File: config.mk
export PLATFORM = sky130hd
export DESIGN_NAME = cv32e41s_sffr_ctrl
export DESIGN_NICKNAME = d
export VERILOG_FILES = /design/src/rtl/cv32e41s_sffr_ctrl.sv
export SDC_FILE = /design/constraint.sdc
export NUM_CORES = 1
export LEC_CHECK = 0
export CAP_MARGIN = 20
export CORE_UTILIZATION = 55
export DETAILED_ROUTE_END_ITERATION = 6
export HOLD_SLACK_MARGIN = 0.15
export MAX_ROUTING_LAYER = met4
export PLACE_DENSITY_LB_ADDON = 0.05
export SYNTH_ARGS = -nofsm -noshare
export SYNTH_HDL_FRONTEND = slang
export SYNTH_SLANG_ARGS = --single-unit
File: constraint.sdc
create_clock -name clk -period 5.55 [get_ports clk]
set_input_delay 1.665 -clock clk [delete_from_list [all_inputs] [get_ports clk]]
set_output_delay 1.665 -clock clk [all_outputs]
set_load 0.005 [all_outputs]
File: src/rtl/cv32e41s_sffr_ctrl.sv
// rtl/cv32e41s_sffr_ctrl.sv - duplicated (value/~shadow) register bank with RR write arbiter and scrub FSM
// Optional read-port integrity check: define CV32E41S_SFFR_CTRL_READ_CHECK_EN.
module cv32e41s_sffr_ctrl #(
  parameter int NUM_REGS    = 8,
  parameter int WIDTH       = 32,
  parameter int NUM_REQ     = 2,
  parameter int SCAN_PERIOD = 64,
  localparam int AW = $clog2(NUM_REGS)
) (
  input  logic                     clk,
  input  logic                     rst_n,
  input  logic [NUM_REQ-1:0]       wreq_i,
  input  logic [NUM_REQ*AW-1:0]    waddr_i,
  input  logic [NUM_REQ*WIDTH-1:0] wdata_i,
  output logic [NUM_REQ-1:0]       wgnt_o,
  input  logic [AW-1:0]            raddr_i,
  output logic [WIDTH-1:0]         rdata_o,
  input  logic                     scan_req_i,
  output logic                     scan_busy_o,
  output logic                     alert_major_o,
  output logic [AW-1:0]            err_idx_o
);

  localparam int PW = (NUM_REQ > 1) ? $clog2(NUM_REQ) : 1;
  localparam int CW = (SCAN_PERIOD > 1) ? $clog2(SCAN_PERIOD) : 1;

  typedef enum logic {IDLE, SCAN} state_t;

  logic [NUM_REGS-1:0][WIDTH-1:0] value_q, value_d;
  logic [NUM_REGS-1:0][WIDTH-1:0] shadow_q, shadow_d;
  logic [PW-1:0]    ptr_q, ptr_d;
  state_t           state_q, state_d;
  logic [CW-1:0]    cnt_q, cnt_d;
  logic [AW-1:0]    idx_q, idx_d;
  logic             scan_busy_q, scan_busy_d;
  logic             alert_q, alert_d;
  logic [AW-1:0]    err_idx_q, err_idx_d;

  int               gnt_idx;
  logic             gnt_any;
  logic [AW-1:0]    waddr_sel;
  logic [WIDTH-1:0] wdata_sel;
  logic             wen;
  logic             collide;
  logic             mismatch;
  logic             scrub_err;
  logic             rd_in_range;
  logic             rd_err;

  // Lowest asserted requester at or above the pointer wins; otherwise wrap to the lowest overall.
  always_comb begin
    gnt_idx = 0;
    gnt_any = 1'b0;
    for (int i = NUM_REQ - 1; i >= 0; i--) begin
      if (wreq_i[i]) begin
        gnt_idx = i;
        gnt_any = 1'b1;
      end
    end
    for (int i = NUM_REQ - 1; i >= 0; i--) begin
      if (wreq_i[i] && (i >= int'(ptr_q))) gnt_idx = i;
    end
  end

  always_comb begin
    wgnt_o    = '0;
    waddr_sel = '0;
    wdata_sel = '0;
    for (int i = 0; i < NUM_REQ; i++) begin
      if (gnt_any && (gnt_idx == i)) begin
        wgnt_o[i] = 1'b1;
        waddr_sel = waddr_i[i*AW +: AW];
        wdata_sel = wdata_i[i*WIDTH +: WIDTH];
      end
    end
  end

  always_comb begin
    ptr_d = ptr_q;
    if (gnt_any) ptr_d = (gnt_idx == NUM_REQ - 1) ? '0 : PW'(gnt_idx + 1);
  end

  assign wen = gnt_any && (32'(waddr_sel) < NUM_REGS);

  always_comb begin
    value_d  = value_q;
    shadow_d = shadow_q;
    if (wen) begin
      value_d[waddr_sel]  = wdata_sel;
      shadow_d[waddr_sel] = ~wdata_sel;
    end
  end

  assign rd_in_range = 32'(raddr_i) < NUM_REGS;
  assign rdata_o     = rd_in_range ? value_q[raddr_i] : '0;

  // A write landing on the entry under test defers its compare by one cycle.
  assign collide  = wen && (waddr_sel == idx_q);
  assign mismatch = value_q[idx_q] != ~shadow_q[idx_q];

  always_comb begin
    state_d   = state_q;
    idx_d     = idx_q;
    cnt_d     = cnt_q;
    scrub_err = 1'b0;
    case (state_q)
      IDLE: begin
        if (scan_req_i || (32'(cnt_q) == SCAN_PERIOD - 1)) begin
          state_d = SCAN;
          idx_d   = '0;
          cnt_d   = '0;
        end else begin
          cnt_d = cnt_q + CW'(1);
        end
      end
      SCAN: begin
        if (!collide) begin
          scrub_err = mismatch;
          if (32'(idx_q) == NUM_REGS - 1) begin
            state_d = IDLE;
            idx_d   = '0;
            cnt_d   = '0;
          end else begin
            idx_d = idx_q + AW'(1);
          end
        end
      end
      default: state_d = IDLE;
    endcase
  end

  assign scan_busy_d = (state_d == SCAN);

`ifdef CV32E41S_SFFR_CTRL_READ_CHECK_EN
  assign rd_err = rd_in_range && (value_q[raddr_i] != ~shadow_q[raddr_i]);
`else
  assign rd_err = 1'b0;
`endif

  always_comb begin
    alert_d   = alert_q | scrub_err | rd_err;
    err_idx_d = err_idx_q;
    if (!alert_q) begin
      if (scrub_err)   err_idx_d = idx_q;
      else if (rd_err) err_idx_d = raddr_i;
    end
  end

  always_ff @(posedge clk or negedge rst_n) begin
    if (!rst_n) begin
      value_q     <= '0;
      shadow_q    <= '1;
      ptr_q       <= '0;
      state_q     <= IDLE;
      cnt_q       <= '0;
      idx_q       <= '0;
      scan_busy_q <= 1'b0;
      alert_q     <= 1'b0;
      err_idx_q   <= '0;
    end else begin
      value_q     <= value_d;
      shadow_q    <= shadow_d;
      ptr_q       <= ptr_d;
      state_q     <= state_d;
      cnt_q       <= cnt_d;
      idx_q       <= idx_d;
      scan_busy_q <= scan_busy_d;
      alert_q     <= alert_d;
      err_idx_q   <= err_idx_d;
    end
  end

  assign scan_busy_o   = scan_busy_q;
  assign alert_major_o = alert_q;
  assign err_idx_o     = err_idx_q;

endmodule

## Word-level counts from Yosys, hierarchy flattened

Cells that the tools add are included.

| storage, ports and cells | value |
|---|---|
| register bits after elaboration | 527 |
| word-level logic and storage cells | 88 |

| cells by class | value |
|---|---|
| add/sub/neg operators | 3 |
| order comparisons | 5 |
| eq/ne operators | 8 |
| muxes and demuxes | 35 |
| bitwise gates (word level) | 5 |
| reductions and logical operators | 10 |

Operators with widths:

| cell | number |
|---|---|
| bitwise mux 256 bit | 2 |
| binary-select mux 32 bit (select 3 bit) | 3 |
| two-way mux 32 bit | 6 |
| demux 32 bit (select 3 bit) | 1 |
| inverter 32 bit | 2 |
| == test 32 x 2 -> 1 bit (second input constant) | 1 |
| zero test 32 bit | 1 |
| inequality test 32 bit | 1 |
| two-way mux 6 bit | 3 |
| two-way mux 3 bit | 5 |
| less-than comparator 3 x 4 -> 1 bit (second input constant) | 3 |
| two-way mux 1 bit | 12 |
| one-hot mux 6 bit (2 select lines) | 1 |
| adder 6 x 1 -> 6 bit (second input constant) | 1 |
| == test 6 bit (second input constant) | 1 |
| one-hot mux 3 bit (2 select lines) | 1 |
| AND reduction 2 bit | 3 |
| logical AND 1 bit | 5 |
| inequality test 2 bit (second input constant) | 2 |
| adder 3 x 1 -> 3 bit (second input constant) | 1 |
| == test 3 bit | 1 |
| == test 3 bit (second input constant) | 1 |
| >= comparator 3 x 1 -> 1 bit (second input constant) | 1 |
| inequality test 2 x 1 -> 1 bit (second input constant) | 1 |
| 6 further kinds | 7 |

## Depth between registers and ports, before layout

| logic depth | value |
|---|---|
| depth after elaboration | 12 |
| gate-level depth with buffers | 13 |
| mapped depth without buffers | 8 |

## Worst setup path before layout

No wires, ideal clock.

| path | value |
|---|---|
| path type | input to output |
| start | input port raddr_i[0] |
| end | output port rdata_o[11] |
| arrival time | 3.411 ns |
| setup slack | 0.474 ns |
| stages | 4 |
| buffers on the path | 2 |
| path through | clkbuf_1 > buf_1 > mux4_2 > mux2_2 |

| on the way | value |
|---|---|
| cells in the longest elaborated chain, start to end | 2 |

RTL lines:

| item | RTL line | source |
|---|---|---|
| start: declaration | 16 | `input logic [AW-1:0] raddr_i,` |
| binary-select mux 32 bit (select 3 bit) | 95 | `assign rdata_o = rd_in_range ? value_q[raddr_i] : '0;` |
| two-way mux 32 bit (not written as such) | 95 |  |
| end: declaration | 17 | `output logic [WIDTH-1:0] rdata_o,` |

No other way between the ends. The select of a mux whose other input is x is not followed.

## Worst setup path after layout

| path | value |
|---|---|
| start | input port raddr_i[0] |
| end | output port rdata_o[13] |

Same word-level chain as after synthesis.

==> flow_summary_export.csv <==
group,metric,value,unit
status,status,"completed",
synth,synthCells,2379,
timing,post-route-period-util,0.914,
cts,post_cts_clock_slew_at_the_launch_and_capture_registers_of_the_worst_setup_and_hold_paths,0.06,ns
cts,clock_path_buffers,3,
timing,worst_pin_slew,1.09,ns
synth,synth_enable_flop_cells,0,
worst_setup_path,timing.critical_path.from_type,"input pin",
timing,setup_repair_after_global_routing_missed_its_margin,"no",
drt,detail_route.wl_per_cell,24.8,µm
final_layout,number_of_antenna_cells_inserted,0,
synth,seq_cells_post_synth,527,
cts,clock_tree_from_tritoncts,"done",
cts,cts-htree-levels,2,
timing,worst_hold_slack,0.479,ns
drt,via_per_instance_ratio,6.32,
placed_design,place_hpwl,49.8,mm
global_routing,top_usage_layer,"met2",
cts,post_cts_resize_count,0,
worst_setup_path,maximum_fanout_along_the_worst_path,34,
drt,drc,0,
placed_design,port_buffers,116,
run,cap_violations,0,
global_routing,grt_remaining_overflow,0,
die,floorplan.io_pins,117,
die,rows,78,
global_routing,number_of_global_route_vias_before_repair,19307,
timing,slew_viol_final,0,
cts,clock_buffer_count_from_cts,57,
global_routing,gr-usage-all-layers,0.343,
synth,synthArstFlopShare,1.00,
drt,first_iter_violations,1657,
timing,setup_violations,0,
final_layout,fillCellCount,3688,
synth,yosys_most_used_dff,"dfrtp_1",
worst_setup_path,timing_worst_setup_path_type,"in -> out",
synth,yosys_warnings,0,
synth,synth_area,25700,µm²
die,initial_core_util,0.562,
cts,cts_hold_buffers,0,
cts,post_cts_buffers,0,
drt,drt.antenna.violating_nets,0,
synth,postSynthAreaPerCell,10.8,µm²
timing,maxSlewHeadroom,0.274,
timing,hold_viol,0,
worst_setup_path,timing.critical_path.required,3.88,ns
die,die_area,47500,µm²
drt,drt-pass1-iter-count,6,
synth,yosys.cell_count.top_type,"nand2_1",
drt,totalWireLength,76.5,mm
min_path,min_path_type,"reg -> reg",
worst_setup_path,worstPathArrival,3.41,ns
timing,maxClockFrequency,0.197,GHz
synth,synth.top_cell.area_share,0.264,
synth,yosysSeqAreaShare,0.527,
global_routing,antenna_violations_before_repair,0,
final_layout,seqCellArea,13500,µm²
global_routing,grtUsageMet1,0.472,
die,core_region_area,45700,µm²
synth,synthTopCellsByArea,"dfrtp_1, dfstp_2, mux4_2",
final_layout,nNetsFinal,2516,
synth,post-synth-top-area-cell,"dfrtp_1",
power_and_ir_drop,p_leak,11.7,nW
global_routing,groute.layer.met3.usage,0.0563,
power_and_ir_drop,power.ir.vdd_worst,0.000398,V
final_layout,post_route_cells_drive_above_1_share,0.244,
global_routing,global_route.usage.met2,0.527,
cts,clock_latency,0.62,ns
die,die_h,218,µm
cts,cts.sink_count,527,
synth,ys_types,65,
timing,period_minus_slack,5.07,ns
final_layout,areaGrowthSynthToFinish,14.5,%
global_routing,maximum_number_of_pins_on_one_net_before_global_route_repair,133,
power_and_ir_drop,power_density,578,nW/µm²
die,dieWidth,218,µm
final_layout,multi_input_comb_area,11400,µm²
drt,vias,19493,
synth,commonest_cells_post_synth,"nand2_1, nor2_1, a21oi_1, o21ai_0, dfrtp_1",
placed_design,gp_congestion,0.927,
worst_setup_path,critPathCaptureType,"output pin",
global_routing,first_pass_grt_wire_length,118,mm
timing,final_skew,0.0141,ns
timing,fin_tns_setup,0,ns
synth,postSynthNetCount,2460,
cts,root_buffer,"clkbuf_16",
final timing paths:
kind	from	endpoint	slack, ns	cells after the start
setup / recovery	raddr_i[0]	rdata_o[13]	0.48	5
hold / removal	shadow_q[175]	shadow_q[175]	0.48	2
setup reg to reg	idx_q[0]	err_idx_o[2]	1.40	8
max in group asynchronous	rst_n	value_q[196]	3.52	2
min in group asynchronous	rst_n	value_q[193]	0.97	1
hold reg to reg	shadow_q[175]	shadow_q[175]	0.48	2
cells in the final DEF (no fill, tap or decap), types with 6 or more instances in the layout:
master,instances
clkbuf_8,13
a21oi_1,286
a22oi_1,38
nor3_1,21
o21ai_0,283
o22ai_1,8
mux4_2,138
clkdlybuf4s50_1,112
dfstp_2,256
nand2b_1,7
clkbuf_1,16
mux4_1,6
clkinv_2,12
inv_1,8
buf_12,13
a22o_1,34
mux2i_1,18
xnor2_1,35
nor2_1,285
nand3_1,17
nand2_1,290
buf_4,42
clkbuf_16,60
mux2_2,36
xor2_1,44
a31oi_1,9
and3_1,11
dfrtp_1,268
worst max-delay path, cell delays in order:
cell and delay, ns:
buf_4 0.12, buf_12 0.25, mux4_2 0.55, mux2_2 0.29, clkdlybuf4s50_1 0.46
cell families (layout without fill, tap and decap cells):
| kind of cell | count (synthesis) | count (layout) | synth area share |
|---|---|---|---|
| adder cells (fa/ha/maj) | 3 | 3 | 0.00146 |
| flip-flops | 527 | 527 | 0.527 |
| XOR/XNOR | 79 | 79 | 0.0270 |
| multiplexers | 201 | 201 | 0.151 |
| buffers and inverters | 184 | 289 | 0.0316 |
| AO/OA/AOI/OAI | 711 | 711 | 0.156 |
| AND/OR/NAND/NOR | 674 | 674 | 0.106 |
through the flow:
stage / setup WS [ns] / total power, W / std cells / cell area (µm²) / util
after global placement: 0.491 / 0.0129 / 2975 / 27400 / 0.601
after global routing: 0.416 / 0.0179 / 3084 / 29400 / 0.643
after detailed placement: 0.475 / 0.0131 / 2976 / 27500 / 0.601
after floorplan: 0.474 / 0.0108 / 2379 / 25700 / -
final: 0.480 / 0.0170 / 3084 / 29400 / 0.643
after CTS: 0.470 / 0.0170 / 3084 / 29400 / 0.643
state kept, by name (all words and copies together) (netlist names):
signal and count:
alert_major_o 1, cnt_q 6, err_idx_o 3, idx_q 3, ptr_q 1, scan_busy_o 1, shadow_q 256, value_q 256
power by group:
group | internal, W | switching [W] | total [W] | leakage, nW
logic | 0.00282 | 0.00327 | 0.00609 | 4.96
clock network | 0.00229 | 0.00158 | 0.00387 | 0.955
registers | 0.00574 | 0.00128 | 0.00702 | 5.79
metal layers:
metal,wire [µm],up-vias
met4,2190,0
met3,5460,133
met5,0,-
met2,35900,717
li1,-,8675
met1,32900,9968
cell type report:
class                      count  share of cell area
clock inverter                19             0.00618
inverter                      11             0.00141
sequential                   527               0.460
clock buffer                  89              0.0593
multi-input combinational   1668               0.389
timing repair buffer         170              0.0586
tap                          600              0.0256
(Power assumes the default switching activity.)
